==> src/rtl/cpu_param_pkg.sv <==
// Shared opcode map and widths for the parametrised teaching CPU.
// Latency: n/a (declarations only).
// Backpressure: n/a.
package cpu_param_pkg;

  localparam int OPW = 4;

  typedef enum logic [OPW-1:0] {
    OP_ADD_A  = 4'b0000,
    OP_MOV_AB = 4'b0001,
    OP_IN_A   = 4'b0010,
    OP_MOV_AI = 4'b0011,
    OP_MOV_BA = 4'b0100,
    OP_ADD_B  = 4'b0101,
    OP_IN_B   = 4'b0110,
    OP_MOV_BI = 4'b0111,
    OP_HLT    = 4'b1000,
    OP_OUT_B  = 4'b1001,
    OP_NOP_A  = 4'b1010,
    OP_OUT_I  = 4'b1011,
    OP_NOP_C  = 4'b1100,
    OP_NOP_D  = 4'b1101,
    OP_JNC    = 4'b1110,
    OP_JMP    = 4'b1111
  } opcode_e;

endpackage

==> src/rtl/cpu_param_alu.sv <==
// DW-bit adder shared by ADD A,imm and ADD B,imm; operand picked from A or B.
// Latency: combinational.
// Backpressure: none; purely combinational.
module cpu_param_alu
  import cpu_param_pkg::*;
#(
  parameter int DW = 4
) (
  input  logic [DW-1:0] a,
  input  logic [DW-1:0] b,
  input  logic [DW-1:0] imm,
  input  logic          sel_b,
  output logic [DW-1:0] sum,
  output logic          cout
);

  logic [DW-1:0] opnd;

  assign opnd        = sel_b ? b : a;
  // Extend by one bit so the top bit of the result is the carry-out.
  assign {cout, sum} = {1'b0, opnd} + {1'b0, imm};

endmodule

==> src/rtl/cpu_param.sv <==
// Parametrised 4-bit-opcode CPU: registers A/B, carry, PC, LED port; optional HLT via CPU_PARAM_HALT_EN.
// Latency: one instruction per clock, effects visible after the executing edge.
// Backpressure: inst_valid=0 stalls all state; a halted core freezes until rst.
module cpu_param
  import cpu_param_pkg::*;
#(
  parameter int DW = 4,
  parameter int AW = 4
) (
  input  logic           clk,
  input  logic           rst,
  input  logic [OPW-1:0] inst_opcode,
  input  logic [DW-1:0]  inst_imm,
  input  logic           inst_valid,
  input  logic [DW-1:0]  switch,
  output logic [AW-1:0]  pc,
  output logic [DW-1:0]  led,
  output logic           carry,
  output logic           halted
);

  logic [DW-1:0] a_q, b_q;
  logic [DW-1:0] a_nxt, b_nxt, led_nxt;
  logic [AW-1:0] pc_nxt, target;
  logic          c_nxt;
  logic          alu_sel_b;
  logic [DW-1:0] alu_sum;
  logic          alu_cout;
  logic          exec;
  opcode_e       op;

  assign op     = opcode_e'(inst_opcode);
  // Size cast zero-extends a narrow immediate and truncates a wide one.
  assign target = AW'(inst_imm);
  assign exec   = inst_valid & ~halted;

  cpu_param_alu #(.DW(DW)) u_alu (
    .a     (a_q),
    .b     (b_q),
    .imm   (inst_imm),
    .sel_b (alu_sel_b),
    .sum   (alu_sum),
    .cout  (alu_cout)
  );

`ifdef CPU_PARAM_HALT_EN
  logic halt_set;
  logic halted_q;

  // Sticky halt flag; only reset releases it.
  always_ff @(posedge clk) begin
    if (rst)
      halted_q <= 1'b0;
    else if (exec && halt_set)
      halted_q <= 1'b1;
  end

  assign halted = halted_q;
`else
  assign halted = 1'b0;
`endif

  // Decode: next-state for every register; non-ADD instructions clear carry.
  always_comb begin
    a_nxt     = a_q;
    b_nxt     = b_q;
    led_nxt   = led;
    c_nxt     = 1'b0;
    pc_nxt    = pc + AW'(1);
    alu_sel_b = 1'b0;
`ifdef CPU_PARAM_HALT_EN
    halt_set  = 1'b0;
`endif
    case (op)
      OP_ADD_A:  begin a_nxt = alu_sum; c_nxt = alu_cout; end
      OP_MOV_AB: a_nxt = b_q;
      OP_IN_A:   a_nxt = switch;
      OP_MOV_AI: a_nxt = inst_imm;
      OP_MOV_BA: b_nxt = a_q;
      OP_ADD_B:  begin alu_sel_b = 1'b1; b_nxt = alu_sum; c_nxt = alu_cout; end
      OP_IN_B:   b_nxt = switch;
      OP_MOV_BI: b_nxt = inst_imm;
      OP_OUT_B:  led_nxt = b_q;
      OP_OUT_I:  led_nxt = inst_imm;
      // JNC looks at the carry from the previous instruction, before this clear.
      OP_JNC:    if (!carry) pc_nxt = target;
      OP_JMP:    pc_nxt = target;
`ifdef CPU_PARAM_HALT_EN
      OP_HLT:    begin halt_set = 1'b1; pc_nxt = pc; end
`endif
      default:   ;
    endcase
  end

  // Architectural state: reset wins, otherwise update only on an executing cycle.
  always_ff @(posedge clk) begin
    if (rst) begin
      a_q   <= '0;
      b_q   <= '0;
      carry <= 1'b0;
      pc    <= '0;
      led   <= '0;
    end else if (exec) begin
      a_q   <= a_nxt;
      b_q   <= b_nxt;
      carry <= c_nxt;
      pc    <= pc_nxt;
      led   <= led_nxt;
    end
  end

endmodule

==> config.mk <==
export PLATFORM = sky130hd
export DESIGN_NAME = cpu_param
export DESIGN_NICKNAME = d
export VERILOG_FILES = /design/src/rtl/cpu_param_pkg.sv /design/src/rtl/cpu_param_alu.sv /design/src/rtl/cpu_param.sv
export SDC_FILE = /design/constraint.sdc
export NUM_CORES = 1
export LEC_CHECK = 0
export ABC_AREA = 1
export CORE_MARGIN = 2
export CORE_UTILIZATION = 25
export CTS_CLUSTER_SIZE = 40
export DETAILED_ROUTE_END_ITERATION = 16
export PLACE_DENSITY = 0.51
export REMOVE_ABC_BUFFERS = 1
export SLEW_MARGIN = 10
export SYNTH_ARGS = -nofsm -noshare
export SYNTH_HDL_FRONTEND = slang
export SYNTH_HIERARCHICAL = 1
export SYNTH_SLANG_ARGS = --single-unit
==> constraint.sdc <==
create_clock -name clk -period 2.4 [get_ports clk]
set_input_delay 0.24 -clock clk [delete_from_list [all_inputs] [get_ports clk]]
set_output_delay 0.24 -clock clk [all_outputs]
set_load 0.01 [all_outputs]
Word level (Yosys, flattened, before mapping):

Cells that the tools add are included.
W data, S select, Z words.

* add/subtract/negate cells: 2
* multiply operators: 0
* div/mod/pow operators: 0
* $lt $le $gt $ge: 0
* eq/ne operators: 11
* shifts and indexed selects: 0
* mux-type cells: 8
* bitwise gates (word level): 0
* reductions and logical operators: 8

Operators by type and width (number)
* $pmux W4 S4: 2
* $eq A4 B3 Y1 const B: 4
* $eq A4 B4 Y1 const B: 4
* $pmux W4 S2: 2
* $eq A4 B2 Y1 const B: 2
* $mux W4: 2
* $reduce_bool A4 Y1: 2
* $reduce_and A2 Y1: 3
* $add A4 B4 Y5: 1
* $add A4 B1 Y4 const B: 1
* $eq A4 B1 Y1 const B: 1
* $logic_not A4 Y1: 1
* $mux W1: 2
* $reduce_bool A2 Y1: 1
* $reduce_or A2 Y1: 1

* flip-flop bits (word level): 17
* bits in latches: 0
* memory bits (writable): 0
* bits in read-only memories: 0
* output and inout port bits: 10
* logic and storage cells: 34
* memories: 0

Longest topological paths before layout:

Gate-level depths: netlist of run 1.

* word-level depth: 5
* gate-level depth with buffers: 17
* gate-level depth less buffers: 17

Modules after synthesis:

The synthesis of run 1 kept the hierarchy.

Modules (own cells, without submodules)
* cpu_param: instances 1, cells each 195, area an instance 1146.1 µm²
* cpu_param_alu: instances 1, cells each 37, area an instance 211.5 µm²

Worst setup path before layout of run 1:

OpenSTA, ideal clock, no wires.

* path kind: input to register
* start point: input port inst_opcode[1]
* end point: register b_q[2]
* arrival time: 2080 ps
* setup slack: 189 ps
* cell stages on the path: 15
* path buffers: 0
* path through: inv_1 -> nand2_1 -> nor2_1 -> nand2_1 -> o21ai_0 -> ha_1 -> inv_1 -> fa_1 -> xnor2_1 -> inv_1 -> nor2_1 -> nor2_1 -> nand3_1 -> nand2_1 -> a21oi_1

* cells in the longest elaborated chain, start to end: 5
* elaborated cells on any way between the ends: 10

RTL lines
* from (decl): RTL line cpu_param.sv:12 `input logic [OPW-1:0] inst_opcode,`
* $eq A4 B3 Y1: RTL line cpu_param.sv:74 `case (op)`
* $mux W1: RTL line cpu_param.sv:74
* via alu_sel_b: RTL line cpu_param.sv:26 `logic alu_sel_b;`
* $mux W4: RTL line cpu_param_alu.sv:19 `assign opnd = sel_b ? b : a;`
* $add A4 B4 Y5: RTL line cpu_param_alu.sv:21 `assign {cout, sum} = {1'b0, opnd} + {1'b0, imm};`
* via alu_sum[2]: RTL line cpu_param.sv:27 `logic [DW-1:0] alu_sum;`
* $pmux W4 S4: RTL line cpu_param.sv:74
* to (signal assigned): RTL line cpu_param.sv:105 `b_q <= b_nxt;`
* to (decl): RTL line cpu_param.sv:22 `logic [DW-1:0] a_q, b_q;`

The timed path passes the listed nets, and every way through them passes these cells.
A chain may end at the register's enable or synchronous reset.

Worst setup path in the final report of run 1:

* start point: input port inst_opcode[3]
* end point: register b_q[2]

The elaborated chain is that of the path after synthesis.

==> results of run 1 <==
==> metrics by stage <==
| step | std cells | TNS [ns] | hold WS, ns |
|---|---|---|---|
| detailed placement | 337 | -1.335 | 0.4809 |
| global route | 343 | 0 | 0.5294 |
| global placement | 337 | -1.173 | 0.4730 |
| floorplan | 229 | 0 | 0.3091 |
| CTS | 341 | 0 | 0.4931 |
| finish | 343 | 0 | 0.4882 |
==> cell type report <==
cell class | instances | area share (%)
Tap cell | 70 | 4.689
Multi-Input combinational cell | 176 | 47.76
Inverter | 36 | 7.234
Clock buffer | 4 | 2.411
Sequential cell | 17 | 18.22
Timing Repair Buffer | 40 | 19.69
==> path summary, 6_finish.rpt <==
kind                  startpoint      to  slack (ns)  cells after the start
setup / recovery  inst_opcode[3]  b_q[2]        0.38                     16
hold / removal            a_q[0]  a_q[0]        0.49                      2
setup reg to reg          a_q[0]  b_q[2]        0.39                     12
hold reg to reg           a_q[0]  a_q[0]        0.49                      2
==> cells in the mapped netlist, types with 2 or more instances <==
| cell | instances |
|---|---|
| dfxtp_1 | 17 |
| ha_1 | 5 |
| nand2_1 | 64 |
| buf_4 | 2 |
| a21oi_1 | 16 |
| inv_1 | 35 |
| nand2_2 | 3 |
| nand3_1 | 23 |
| o211ai_1 | 4 |
| nor2_2 | 4 |
| xnor2_1 | 2 |
| nor2_1 | 33 |
| a31oi_1 | 2 |
| nand3b_1 | 2 |
| o21ai_0 | 12 |
==> cells by family after synthesis <==
kind of cell | count (synthesis) | share of synthesized area, %
adder cells (fa/ha/maj) | 6 | 6.083
flip-flops | 17 | 25.07
AO/OA/AOI/OAI | 36 | 14.66
other | 1 | 0.2762
XOR/XNOR | 2 | 1.291
AND/OR/NAND/NOR | 131 | 41.29
buffers and inverters | 39 | 11.34
==> worst reg2reg max path, delay by kind of cell, from the launching register on <==
| kind | cells | cell delay (ns) |
|---|---|---|
| flops | 1 | 0.35 |
| buf+inv | 3 | 0.18 |
| xor+xnor | 1 | 0.18 |
| simple gates | 4 | 0.32 |
| compound gates | 2 | 0.27 |
| fa+ha+maj | 2 | 0.64 |
==> sequential cells by signal, indices dropped and copies added, names as in the netlist <==
register / flops
led: 4
b_q: 4
pc: 4
carry: 1
a_q: 4
==> power by group <==
group	total [mW]	switching (mW)	internal [mW]
Combinational	0.216	0.118	0.0981
Sequential	0.310	0.0143	0.296
Clock	0.227	0.109	0.118
==> routing by layer <==
layer	up-vias	track usage [%]
met5	-	0
met4	0	4.107
met3	5	3.953
met2	43	25.09
met1	681	18.28
li1	816	-
==> what timing repair did <==
item,in CTS,in global routing
buffers inserted,0,2
endpoints found under the setup margin,2,2
hold endpoints to repair,0,0
gates resized for setup,2,13
pin swaps,0,4
==> summary.md, run 1 <==
| Metric | Value |
|---|---|
| Endpoints failing setup | 0 |
| Hpwl dp | 3277 um |
| RePlAce Congestion | 0.9533 |
| Min cycle time layout | 2.023 ns |
| #FFs+latches synth | 17 |
| Cts bufs inserted | 3 |
| Reg clk slew, reported paths | 0.07 ns |
| Cell Chain, Critical Path | dlymetal6s2s_1 > inv_2 > nand2_2 > nor2_4 > nand2_1 > o21ai_0 > ha_2 > inv_1 > fa_2 > xnor2_2 > inv_2 > nor2_1 > nor2_1 > nand3_1 > nand2_1 > a21oi_2 |
| Max Fclk | 494.3 MHz |
| Dpl ws | -0.3775 ns |
| Area taken by multi-input logic gates | 892.1 um^2 |
| Tcrit/Tclk final | 84.30% |
| Detailed Route WL | 4159 um |
| Main flop type after synthesis | dfxtp_1 |
| Crit-path leading delay family | adder cells |
| Antenna diode count | 0 |
| Clock sink count | 17 |
| Status | completed |
| Kind of end point of the critical path | flop |
| Starting Density | 26.25% |
| RSZ-0062 raised after global routing | false |
| CTS hold repair buffers | 0 |
| Ys async rst share | 0% |
| Root buf cell | clkbuf_8 |
| Gr usage total | 14.77% |
| Synth top area share | 25.07% |
| Yosys warnings | 6 |
| Met1 WL | 1998 um |
| Synth Area per Inst | 5.852 um^2 |
| DRT iter0 DRCs | 100 |
| Vias in the first global route | 1552 |
| Worst setup margin | 0.3768 ns |
| Maxcap violations | 0 |
| Post-Syn Area | 1358 um^2 |
| DR pass1 iterations | 4 |
| Commonest non-fill, non-tap cell in the layout | nand2_1 |
| FF/Latch Area | 340.3 um^2 |
| Fin area | 1868 um^2 |
| Die W | 77.69 um |
| Critical path type | input port to flop |
| Worst-Skew Late Latency | 0.26 ns |
| Die height | 77.69 um |
| Netlist cell types | 23 |
| Vias per cell | 4.504 |
| VDD IR max | 0.1992 mV |
| Std-Cell Core Area | 5172 um^2 |
| WP data required | 2.58 ns |
| Die ar. | 6036 um^2 |
| Max-slew violation count | 0 |
| Slowest stage delay, CP | 0.42 ns |
| Grt total ovfl | 0 |
| CP Buf/Inv Count | 4 |
| DR vias | 1545 |
| Largest net degree at the start of global routing | 11 |
| First-pass GRT wire length | 7176 um |
| # port buffers | 23 |
| Final-layout fill cell count | 565 |
| Worst Path Arrival | 2.21 ns |
| Initial antenna violation count | 0 |
| Sequential element share of the synthesized area | 25.07% |
| H-tree levels | 1 |
| Leak | 0.8564 nW |
| WL/cell | 12.13 um |
| Synth-to-layout area growth | 37.60% |
| Worst Path Max Fanout | 5 |
| Slowest-stage cell, CP | fa_2 |
| Area leader, netlist | dfxtp_1 |
| Pwr/cell area | 403.6 nW/um^2 |
| Most frequent cells in the layout | 62 x nand2_1, 32 x inv_1, 32 x nor2_1, 23 x nand3_1, 19 x clkdlybuf4s50_1 |
| Final Util | 36.12% |
| Antenna-violating nets left | 0 |
| Mapped Cells | 232 |
| Highest Signal Layer | met4 |
| Synth area leaders | dfxtp_1 25%, nand2_1 18%, inv_1 9.7% |
| Placed Area | 1769 um^2 |
| Total Power | 0.7539 mW |
| Post-synth EDFFs | 0 |
| Startpoint types | input port |
| CTS Buffer Depth | 2 |
| Hold Crit Class | flop to flop |
| CTS tree | yes |
| Routed wl met2 | 1872 um |
| Final hold vios | 0 |
| Clk_skew | 0.01096 ns |
| # IOs | 25 |
| Nets | 295 |
| Rows | 26 |
| DRC viols | 0 |
| Met3 Routed Length | 236 um |
| Layout cells sized above 1 | 14.65% |
(Power assumes the default switching activity.)
==> run 2, diff against run 1 <==
Settings changed: PLACE_DENSITY 0.51 to 0.49.
Clock period 2.4 ns to 1.9 ns, I/O delays scaled along.
==> run 2 against run 1 <==
Against the previous run: register-to-register slack got worse by 0.27 ns; die area did not move; design area rose by 2.9%; sequential cell count did not move; sequential share of layout area fell by 0.44 points; largest cell class unchanged; sequential power rose by 26%; worst setup slack got worse by 0.27 ns; critical path depth fell by 1; non-clock buffer count rose by 7; worst hold slack got worse by 0.059 ns; wire length rose by 5.8%; final cell count rose by 2.0%.
==> summary.md, run 2 (synthesis results as in run 1) <==
| Metric | Value |
|---|---|
| Status | completed |
| Min cycle time layout | 1.793 ns |
| Clk_skew | 0.002434 ns |
| Root buf cell | clkbuf_8 |
| Largest net degree at the start of global routing | 11 |
| Clock sink count | 17 |
| Hold WS | 0.4293 ns |
| Initial antenna violation count | 0 |
| Std-Cell Core Area | 5172 um^2 |
| Die W | 77.69 um |
| # port buffers | 23 |
| Hpwl dp | 3480 um |
| # IOs | 25 |
| Synth-to-layout area growth | 41.57% |
| Commonest non-fill, non-tap cell in the layout | nand2_1 |
| Vias per cell | 4.554 |
| Maxcap violations | 0 |
| RePlAce Congestion | 0.8867 |
| Pwr/cell area | 507.2 nW/um^2 |
| Final hold vios | 0 |
| Startpoint types | input port |
| CTS tree | yes |
| VDD IR max | 0.2586 mV |
| Fin Setup TNS | 0 ns |
| Kind of end point of the critical path | flop |
| Die ar. | 6036 um^2 |
| Max-slew violation count | 0 |
| Critical path type | input port to flop |
| Worst Path Arrival | 1.95 ns |
| Max Fclk | 557.8 MHz |
| First-pass GRT wire length | 7541 um |
| Worst-Skew Late Latency | 0.26 ns |
| Hold Crit Class | input port to flop |
| Reg clk slew, reported paths | 0.08 ns |
| DRT iter0 DRCs | 111 |
| Vias in the first global route | 1583 |
| Worst Path Max Fanout | 8 |
| DRC viols | 0 |
| WP data required | 2.06 ns |
| CTS hold repair buffers | 0 |
| H-tree levels | 1 |
| Leak | 0.8600 nW |
| DR vias | 1594 |
| Nets | 302 |
| Most frequent cells in the layout | 62 x nand2_1, 32 x nor2_1, 31 x inv_1, 23 x nand3_1, 23 x buf_4 |
| WL/cell | 12.58 um |
| RSZ-0062 raised after global routing | false |
| Gr usage total | 15.69% |
| Starting Density | 26.25% |
| Die height | 77.69 um |
| Antenna-violating nets left | 0 |
| Detailed Route WL | 4402 um |
| DR pass1 iterations | 4 |
| CTS Buffer Depth | 2 |
| Layout cells sized above 1 | 20.00% |
| Antenna diode count | 0 |
| Total Power | 0.9748 mW |
| Grt total ovfl | 0 |
| Cts bufs inserted | 3 |
| Rows | 26 |
| Endpoints failing setup | 0 |
| Tcrit/Tclk final | 94.35% |
-- run 2: changes by cell type in the layout (fill, tap and decap cells not counted), sizes merged --
cell / before / now
clkinv: 0 / 1
dlymetal6s2s: 4 / 0
clkdlybuf4s15: 0 / 1
buf: 17 / 24
clkbuf: 4 / 6
-- run 2: worst paths after layout --
kind / from / endpoint / slack [ns] / depth (start not counted)
min: inst_opcode[2] / pc[1] / 0.43 / 5
max reg2reg: a_q[0] / b_q[2] / 0.12 / 12
min reg2reg: a_q[0] / a_q[0] / 0.48 / 2
max: inst_opcode[0] / b_q[2] / 0.11 / 15
-- run 2: metrics by stage --
step | cells | instance area (um^2) | worst slack (ns) | utilization (%)
finish | 350 | 1922 | 0.1073 | 37.16
global route | 350 | 1922 | 0.01648 | 37.16
CTS | 350 | 1907 | 0.007178 | 36.86
detailed placement | 344 | 1822 | -0.6785 | 35.22
global placement | 344 | 1822 | -0.7166 | 35.22
floorplan | 229 | 1339 | -0.2532 | -
-- run 2: critical path: stages --
cell and delay [ns]:
clkdlybuf4s15_1 0.20, nand2_2 0.11, nor2_4 0.05, buf_6 0.13
o21ai_2 0.11, ha_2 0.20, inv_1 0.06, fa_2 0.37
xnor2_2 0.15, inv_2 0.07, nor2_1 0.04, nor2_1 0.08
nand3_1 0.10, nand2_1 0.07, a21oi_1 0.05
-- run 2: what timing repair did --
| action | 4_1_cts | 5_1_grt |
|---|---|---|
| pin swaps | 5 | 10 |
| endpoints found under the setup margin | 7 | 5 |
| cloned | 0 | 0 |
| buffers inserted | 2 | 0 |
| resized for setup | 18 | 12 |
-- run 2: cell type report --
type / count / area (um^2)
clock buffers: 3 / 41.29
clock inverters: 1 / 5.005
fillers: 569 / 3251
inverters: 36 / 135.1
multi-input cells: 176 / 912.1
flip-flops and latches: 17 / 341.6
well taps: 70 / 87.58
repair buffers: 47 / 399.1
-- run 2: per-layer routing --
metal | part of all wire, % | track usage, %
met5 | 0 | 0
met4 | 0.86 | 3.571
met3 | 4.1 | 3.023
met2 | 46 | 26.98
met1 | 50 | 20.18
-- run 2: where the power goes --
part | switching [mW] | leakage, nW | internal [mW]
Combinational | 0.157 | 0.695 | 0.134
Clock | 0.147 | 0.0255 | 0.146
Sequential | 0.0171 | 0.139 | 0.374
==> run 3, diff against run 2 <==
Settings changed: CTS_BUF_LIST set to sky130_fd_sc_hd__clkbuf_16, MAX_ROUTING_LAYER set to met4.
==> run 3 against run 2 <==
Against the previous run: sequential power barely moved; maximum frequency fell by 0.71%; first-iteration DRC count fell by 12%; critical path depth did not move; wire length fell by 0.25%; via count rose by 0.44%; register-to-register slack barely moved; clock skew rose by 0.0021 ns; power rose by 15%; worst setup slack got worse by 0.013 ns; worst hold slack improved by 0.018 ns; final cell count did not move; critical path type unchanged.
==> summary.md, run 3 (synthesis results as in run 1) <==
| Metric | Value |
|---|---|
| Root buf cell | clkbuf_16 |
| Gr usage total | 16.18% |
| Maxcap violations | 0 |
| Min cycle time layout | 1.806 ns |
| Crit. Startpoint | inst_opcode[0] |
| Die ar. | 6036 um^2 |
| Worst Path Arrival | 1.95 ns |
| Total Power | 1.119 mW |
| Die W | 77.69 um |
| DR vias | 1601 |
| WP data required | 2.05 ns |
| Max-slew violation count | 0 |
| Reg-to-reg setup timing slack | 0.12 ns |
| Vias per cell | 4.574 |
| Layout cells sized above 1 | 20.00% |
| Hpwl dp | 3480 um |
| Max Fclk | 553.9 MHz |
| Antenna diode count | 0 |
| DRT iter0 DRCs | 98 |
| WL/cell | 12.55 um |
| Endpoints failing setup | 0 |
| Most frequent cells in the layout | 62 x nand2_1, 32 x nor2_1, 31 x inv_1, 23 x nand3_1, 23 x buf_4 |
| Startpoint types | input port |
| Die height | 77.69 um |
| # IOs | 25 |
| Worst-Skew Late Latency | 0.25 ns |
| CTS hold repair buffers | 0 |
| Nets | 302 |
| Pwr/cell area | 572.4 nW/um^2 |
| Largest net degree at the start of global routing | 11 |
| Final-layout fill cell count | 562 |
| Leak | 0.8752 nW |
| Grt total ovfl | 0 |
| First-pass GRT wire length | 7555 um |
| Kind of end point of the critical path | flop |
| Reg-to-Reg End | b_q[2] |
| Reg clk slew, reported paths | 0.06 ns |
| H-tree levels | 1 |
| VDD IR max | 0.2601 mV |
| DRC viols | 0 |
| Clock sink count | 17 |
| DR pass1 iterations | 4 |
| Critical path type | input port to flop |
| RePlAce Congestion | 0.9015 |
| CTS Buffer Depth | 2 |
| Placed Area | 1822 um^2 |
| Antenna-violating nets left | 0 |
| RSZ-0062 raised after global routing | false |
| Clk_skew | 0.004503 ns |
| Hold Crit Class | input port to flop |
| Cts bufs inserted | 3 |
| Crit path capture | b_q[2] |
| Fin area | 1956 um^2 |
| Worst reg2reg path depth | 12 |
| CTS tree | yes |
| Starting Density | 26.25% |
| Commonest non-fill, non-tap cell in the layout | nand2_1 |
| Std-Cell Core Area | 5172 um^2 |
| Reg-to-reg startpoint | a_q[0] |
| Tcrit/Tclk final | 95.03% |
| Initial antenna violation count | 0 |
| # port buffers | 23 |
| Detailed Route WL | 4391 um |
| Worst Path Max Fanout | 8 |
| Status | completed |
| Vias in the first global route | 1584 |
| Synth-to-layout area growth | 44.06% |
| Rows | 26 |
| Final hold vios | 0 |
-- run 3: power by group --
| part | internal [mW] | total (mW) | leakage [nW] | switching [mW] |
|---|---|---|---|---|
| Sequential | 0.375 | 0.392 | 0.139 | 0.0169 |
| Clock | 0.282 | 0.437 | 0.0409 | 0.155 |
| Combinational | 0.134 | 0.291 | 0.695 | 0.157 |
| Total | 0.791 | 1.12 | 0.875 | 0.329 |
-- run 3: final cells by class --
type | count | area (um^2) | share of cell area (%)
Sequential cell | 17 | 341.6 | 17.47
Clock buffer | 3 | 75.07 | 3.839
Multi-Input combinational cell | 176 | 912.1 | 46.64
Timing Repair Buffer | 47 | 399.1 | 20.41
Inverter | 36 | 135.1 | 6.910
Tap cell | 70 | 87.58 | 4.479
Clock inverter | 1 | 5.005 | 0.2559
-- run 3: stage by stage --
step / setup WS, ns / setup TNS [ns] / hold slack, ns / instances / util (%)
after floorplan: -0.2532 / -0.8674 / 0.2591 / 229 / -
after global placement: -0.7166 / -4.249 / 0.4762 / 344 / 35.22
after detailed placement: -0.6785 / -4.225 / 0.4819 / 344 / 35.22
after CTS: 0.001583 / 0 / 0.4910 / 350 / 37.54
after global routing: 0.004752 / 0 / 0.5000 / 350 / 37.81
final: 0.09448 / 0 / 0.4474 / 350 / 37.81
-- run 3: worst min path at each step --
stage	from	to	slack, ns	cells after the start
CTS	a_q[0]	a_q[0]	0.49	2
detailed placement	a_q[0]	a_q[0]	0.48	2
global route	inst_opcode[2]	pc[1]	0.50	5
floorplan	rst	a_q[0]	0.26	1
finish	inst_opcode[2]	pc[1]	0.45	5
global placement	a_q[0]	a_q[0]	0.48	2
-- run 3: per-layer routing --
metal  global-route usage (%)  wire length, um
met5                        -                0
met4                    3.571               37
met3                    3.372              231
met2                    27.07             1972
met1                    20.04             2149
-- run 3: worst max-delay path, stage by stage --
cell and delay (ns):
clkdlybuf4s15_1 0.20, nand2_2 0.11, nor2_4 0.05, buf_6 0.13
o21ai_2 0.11, ha_2 0.20, inv_1 0.06, fa_2 0.37
xnor2_2 0.15, inv_2 0.07, nor2_1 0.04, nor2_1 0.08
nand3_1 0.10, nand2_1 0.07, a21oi_1 0.05
-- run 3: repair_timing --
item,CTS,global route
setup endpoints to repair,7,5
cloned,0,0
gates resized for setup,19,12
setup buffers,2,0
pin swaps,5,10
